**src/rtl/ni_code_gen.sv**
```systemverilog
// Neighbourhood-intensity code generator: eight neighbour samples are compared
// against their truncated mean to form an 8-bit code, which addresses a weight ROM.
module ni_code_gen #(
    parameter int FRAME_PIX = 16384
) (
    input  logic        i_clk,
    input  logic        i_rst,
    input  logic [63:0] i_nb,
    input  logic        i_valid,
    output logic        o_ready,
    output logic [7:0]  o_addr,
    input  logic [23:0] i_lut_dout,
    output logic [7:0]  o_code,
    output logic [23:0] o_weight,
    output logic        o_valid,
    input  logic        i_ready,
    output logic        o_last,
    output logic [15:0] o_pix_cnt
);
    localparam int DATA_W = 8;
    localparam int COEF_W = 24;
    localparam int NB_N   = 8;
    localparam int SUM_W  = DATA_W + 3;
    localparam logic [15:0] LAST_CNT = 16'(FRAME_PIX - 1);

    logic [NB_N*DATA_W-1:0] nb_p0;
    logic [SUM_W-1:0]       sum_p0;
    logic                   vld_p0;
    logic [NB_N-1:0]        code_p1;
    logic                   vld_p1;
    logic [NB_N-1:0]        code_nxt;
    logic [DATA_W-1:0]      mean;
    logic [15:0]            cnt;
    logic                   stall;

    function automatic logic [SUM_W-1:0] nb_sum(input logic [NB_N*DATA_W-1:0] nb);
        logic [SUM_W-1:0] acc;
        acc = '0;
        for (int k = 0; k < NB_N; k++) begin
            acc = acc + SUM_W'(nb[k*DATA_W +: DATA_W]);
        end
        return acc;
    endfunction

    // Divide by eight with truncation; eight 8-bit samples never overflow SUM_W.
    function automatic logic [DATA_W-1:0] trunc_mean(input logic [SUM_W-1:0] s);
        return s[SUM_W-1:3];
    endfunction

    assign stall     = o_valid && !i_ready;
    assign o_ready   = !stall;
    assign o_addr    = code_p1;
    assign o_pix_cnt = cnt;
    assign o_last    = o_valid && (cnt == LAST_CNT);
    assign mean      = trunc_mean(sum_p0);

    always_comb begin
        code_nxt = '0;
        for (int k = 0; k < NB_N; k++) begin
            code_nxt[k] = (nb_p0[k*DATA_W +: DATA_W] >= mean);
        end
    end

    // Stage 1: capture neighbours and their sum
    always_ff @(posedge i_clk or posedge i_rst) begin
        if (i_rst) begin
            vld_p0 <= 1'b0;
            nb_p0  <= '0;
            sum_p0 <= '0;
        end else if (!stall) begin
            vld_p0 <= i_valid;
            if (i_valid) begin
                nb_p0  <= i_nb;
                sum_p0 <= nb_sum(i_nb);
            end
        end
    end

    // Stage 2: threshold each neighbour against the mean
    always_ff @(posedge i_clk or posedge i_rst) begin
        if (i_rst) begin
            vld_p1  <= 1'b0;
            code_p1 <= '0;
        end else if (!stall) begin
            vld_p1  <= vld_p0;
            code_p1 <= code_nxt;
        end
    end

    // Stage 3: register code with its ROM weight
    always_ff @(posedge i_clk or posedge i_rst) begin
        if (i_rst) begin
            o_valid  <= 1'b0;
            o_code   <= '0;
            o_weight <= '0;
        end else if (!stall) begin
            o_valid  <= vld_p1;
            o_code   <= code_p1;
            o_weight <= i_lut_dout[COEF_W-1:0];
        end
    end

    always_ff @(posedge i_clk or posedge i_rst) begin
        if (i_rst) begin
            cnt <= '0;
        end else if (o_valid && i_ready) begin
            cnt <= (cnt == LAST_CNT) ? 16'd0 : cnt + 16'd1;
        end
    end
endmodule
```
**config.mk**
```make
export PLATFORM = sky130hd
export DESIGN_NAME = ni_code_gen
export DESIGN_NICKNAME = d
export VERILOG_FILES = /design/src/rtl/ni_code_gen.sv
export SDC_FILE = /design/constraint.sdc
export NUM_CORES = 1
export LEC_CHECK = 0
export ABC_AREA = 0
export CORE_ASPECT_RATIO = 0.5
export CORE_MARGIN = 5
export CORE_UTILIZATION = 30
export DETAILED_ROUTE_END_ITERATION = 12
export GPL_TIMING_DRIVEN = 0
export SLEW_MARGIN = 30
export SYNTH_ARGS = -nofsm -noshare
export SYNTH_HDL_FRONTEND = slang
export SYNTH_SLANG_ARGS = --single-unit
```
**constraint.sdc**
```tcl
create_clock -name i_clk -period 10.1 [get_ports i_clk]
set_input_delay 1.515 -clock i_clk [delete_from_list [all_inputs] [get_ports i_clk]]
set_output_delay 1.515 -clock i_clk [all_outputs]
set_load 0.005 [all_outputs]
```
==> flow_metrics.py <==
metrics = {
    "clocking": {
        "cts_buffers": 17,
        "tritoncts": "done",
        "clkSlewWorstSetupHoldPaths_ns": 0.06,
        "clock_sinks": 131,
        "cts_resized": 0,
        "worstSkewPairLatency_ns": 0.43,
        "cts_buffer_depth": 2,
        "clockRootBuffer": "clkbuf_16",
        "cts_hold_buf": 0,
        "post-cts-setup-buffer-count": 0,
        "htreeDepth": 4,
    },
    "detailed_routing": {
        "drt-initial-drc-count": 270,
        "first_pass_iters": 4,
        "wl_per_cell_um": 15.9,
        "vias": 6077,
        "antenna_left": 0,
        "route.detailed.drc": 0,
        "wl_um": 21400,
        "routed_via_density": 4.53,
    },
    "critical_path": {
        "cp-start-kind": "input port",
        "cp.required_ns": 10.38,
        "end_kind": "flip-flop",
        "critPathLaunch": "i_nb[3]",
        "cp_max_fo": 2,
        "critPathKind": "in -> reg",
        "rr_startpoint": "sum_p0[9]",
        "arrival_ns": 5.97,
    },
    "sta": {
        "fmax_mhz": 176,
        "period_minus_slack_ns": 5.69,
        "maxSlewHeadroom_pct": 56.0,
        "timing.setup.tns_ns": 0,
        "skew_ns": 0.00807,
        "worstMarginPinSlew_ns": 0.659,
        "setup_viol": 0,
        "fin_crit_sh_pct": 56.3,
        "rsz0062_at_grt": "false",
        "whs_ns": 0.456,
        "drv_slew": 0,
        "hold_viol_final": 0,
    },
    "die": {
        "core-area_mm2": 0.0262,
        "io_pins": 151,
        "rows": 42,
        "die_x_um": 239,
        "die_height_um": 125,
        "start_util_pct": 30.2,
        "die-area_mm2": 0.0299,
    },
    "synthesis": {
        "synth_fp_nets": 1021,
        "synth_area_mm2": 0.00789,
        "synth_area_leader_cell": "dfrtp_1",
        "synth_top_area_share_pct": 41.5,
        "yosysWarnings": 0,
        "avgSynthCellArea_um2": 9.77,
        "synth_area_leaders": "dfrtp_1 (42%), ha_1 (12%), fa_1 (12%), nand2_1 (8.1%), inv_1 (5.9%)",
        "synth-edff-count": 0,
        "synth_seq_cells": 131,
        "async_flop_share_pct": 100,
        "synth_top_flop_cell": "dfrtp_1",
        "synth.distinct_cells": 45,
        "seq_area_frac_synth_pct": 41.5,
        "synth_cells": 808,
    },
    "pwr": {
        "power_density_mw_per_mm2": 254,
        "max-vdd-ir-drop_mv": 0.111,
        "leakage_uw": 0.00513,
    },
    "placement": {
        "gp_congestion": 0.874,
        "hpwl_um": 17200,
        "numPortBuffers": 150,
    },
    "run_status": {
        "status": "complete, no violations",
    },
    "min_path": {
        "hold_start": "vld_p1",
        "hp-class": "reg -> reg",
    },
    "grt": {
        "globalRouteOverflowTotal": 0,
        "grt_pass1_wl_um": 34500,
        "antenna_found_initial": 0,
        "track_usage_pct": 14.6,
        "grt_pass1_vias": 6438,
        "grt_max_degree": 79,
    },
    "final_layout": {
        "layout.nets": 1191,
        "final_layout_size_suffix_gt1_share_pct": 7.37,
        "antennaDiodeCount": 0,
        "fillers": 2566,
        "syn_to_final_growth_pct": 32.5,
    },
    "job": {
        "cap_violations": 0,
    },
}
==> registers in the layout (all words and copies together), names as in the netlist <==
| signal | cells |
|---|---|
| nb_p0 | 64 |
| o_weight | 24 |
| o_pix_cnt | 16 |
| o_addr | 8 |
| o_code | 8 |
| sum_p0 | 8 |
| o_valid | 1 |
| vld_p0 | 1 |
| vld_p1 | 1 |
==> cells in the mapped netlist, types with 5 or more instances <==
library cell / number
nor2b_1: 7
xnor2_1: 11
dfrtp_1: 131
buf_2: 12
o22ai_1: 5
and3_1: 6
a21o_1: 15
nand2b_1: 9
a221o_1: 5
mux2_2: 15
a21oi_1: 27
o21ai_0: 68
nand2_1: 171
ha_1: 75
clkbuf_1: 10
nor2_1: 13
or3_1: 5
fa_1: 46
xor2_1: 5
nor3_1: 9
inv_1: 124
==> metal layers <==
| metal | track usage (%) | vias to the layer above | routed length [um] |
|---|---|---|---|
| met1 | 18.3 | 3010 | 9410 |
| met4 | 4.76 | 0 | 524 |
| li1 | - | 2956 | - |
| met3 | 3.12 | 32 | 634 |
| met5 | 0 | - | 0 |
| met2 | 25.3 | 79 | 10800 |
==> worst paths after layout <==
path / endpoint / slack (ns) / cells after the start
worst max-delay path: sum_p0[10] / 4.41 / 15
worst min-delay path: vld_p1 / 0.46 / 2
worst max register to register: o_addr[2] / 8.13 / 6
worst min register to register: vld_p1 / 0.46 / 2
max in group asynchronous: nb_p0[53] / 7.85 / 3
min in group asynchronous: o_pix_cnt[15] / 1.51 / 2
==> metrics by stage <==
stage               worst slack [ns]  power (uW)  util (%)  cells  cell area [um2]
floorplan                       4.94        1560         -    808             7890
global placement                2.99        1990      37.6   1310             9840
detailed placement              4.02        2040      37.7   1311             9870
CTS                             4.43        2690      40.0   1342            10500
global route                    4.31        2880      40.0   1342            10500
finish                          4.41        2660      40.0   1342            10500
==> report_power, final <==
part | switching [uW] | internal [uW]
combinational | 660 | 589
clock | 242 | 386
sequential | 110 | 674
total | 1010 | 1650
==> kinds of logic (layout without fill, tap and decap cells) <==
| kind of cell | after synthesis | after routing | synth area share [%] |
|---|---|---|---|
| adders and majority gates | 121 | 121 | 23.6 |
| AOI/OAI and AO/OA | 133 | 133 | 9.78 |
| and+or+nand+nor | 244 | 244 | 14.0 |
| buffers and inverters | 148 | 330 | 7.23 |
| DFF | 131 | 131 | 41.5 |
| muxes | 15 | 15 | 2.14 |
| xor gates and xnor gates | 16 | 16 | 1.78 |
==> layout by cell type (no fill, tap or decap), types with 11 or more instances in the layout <==
master | netlist | final
nor2_1 | 13 | 13
dfrtp_1 | 131 | 131
ha_1 | 75 | 75
clkdlybuf4s50_1 | 0 | 150
nand2_1 | 171 | 171
clkbuf_1 | 10 | 11
xnor2_1 | 11 | 11
inv_1 | 124 | 123
o21ai_0 | 68 | 68
a21o_1 | 15 | 15
mux2_2 | 15 | 15
clkbuf_16 | 0 | 17
a21oi_1 | 27 | 27
buf_2 | 12 | 12
fa_1 | 46 | 46
==> critical path, stage by stage <==
cell and delay, ns:
clkdlybuf4s50_1 0.46, inv_1 0.09, fa_1 0.55, inv_1 0.07
fa_1 0.55, fa_1 0.57, inv_1 0.06, fa_1 0.52
inv_1 0.07, fa_1 0.47, a21oi_1 0.27, o21ai_0 0.18
a31o_2 0.27, a211oi_1 0.24, a21oi_1 0.07
==> area by class of cell <==
| class | instances | area, um2 | share of cell area [%] |
|---|---|---|---|
| multi-input cells | 529 | 4050 | 38.7 |
| flip-flops and latches | 131 | 3280 | 31.3 |
| repair buffers | 151 | 1530 | 14.6 |
| well taps | 352 | 440 | 4.21 |
| clock buffers | 18 | 429 | 4.10 |
| clock inverters | 13 | 161 | 1.54 |
| plain buffers | 23 | 101 | 0.969 |
| inverters | 125 | 477 | 4.56 |
No activity file was read; power rests on OpenSTA's default activity.
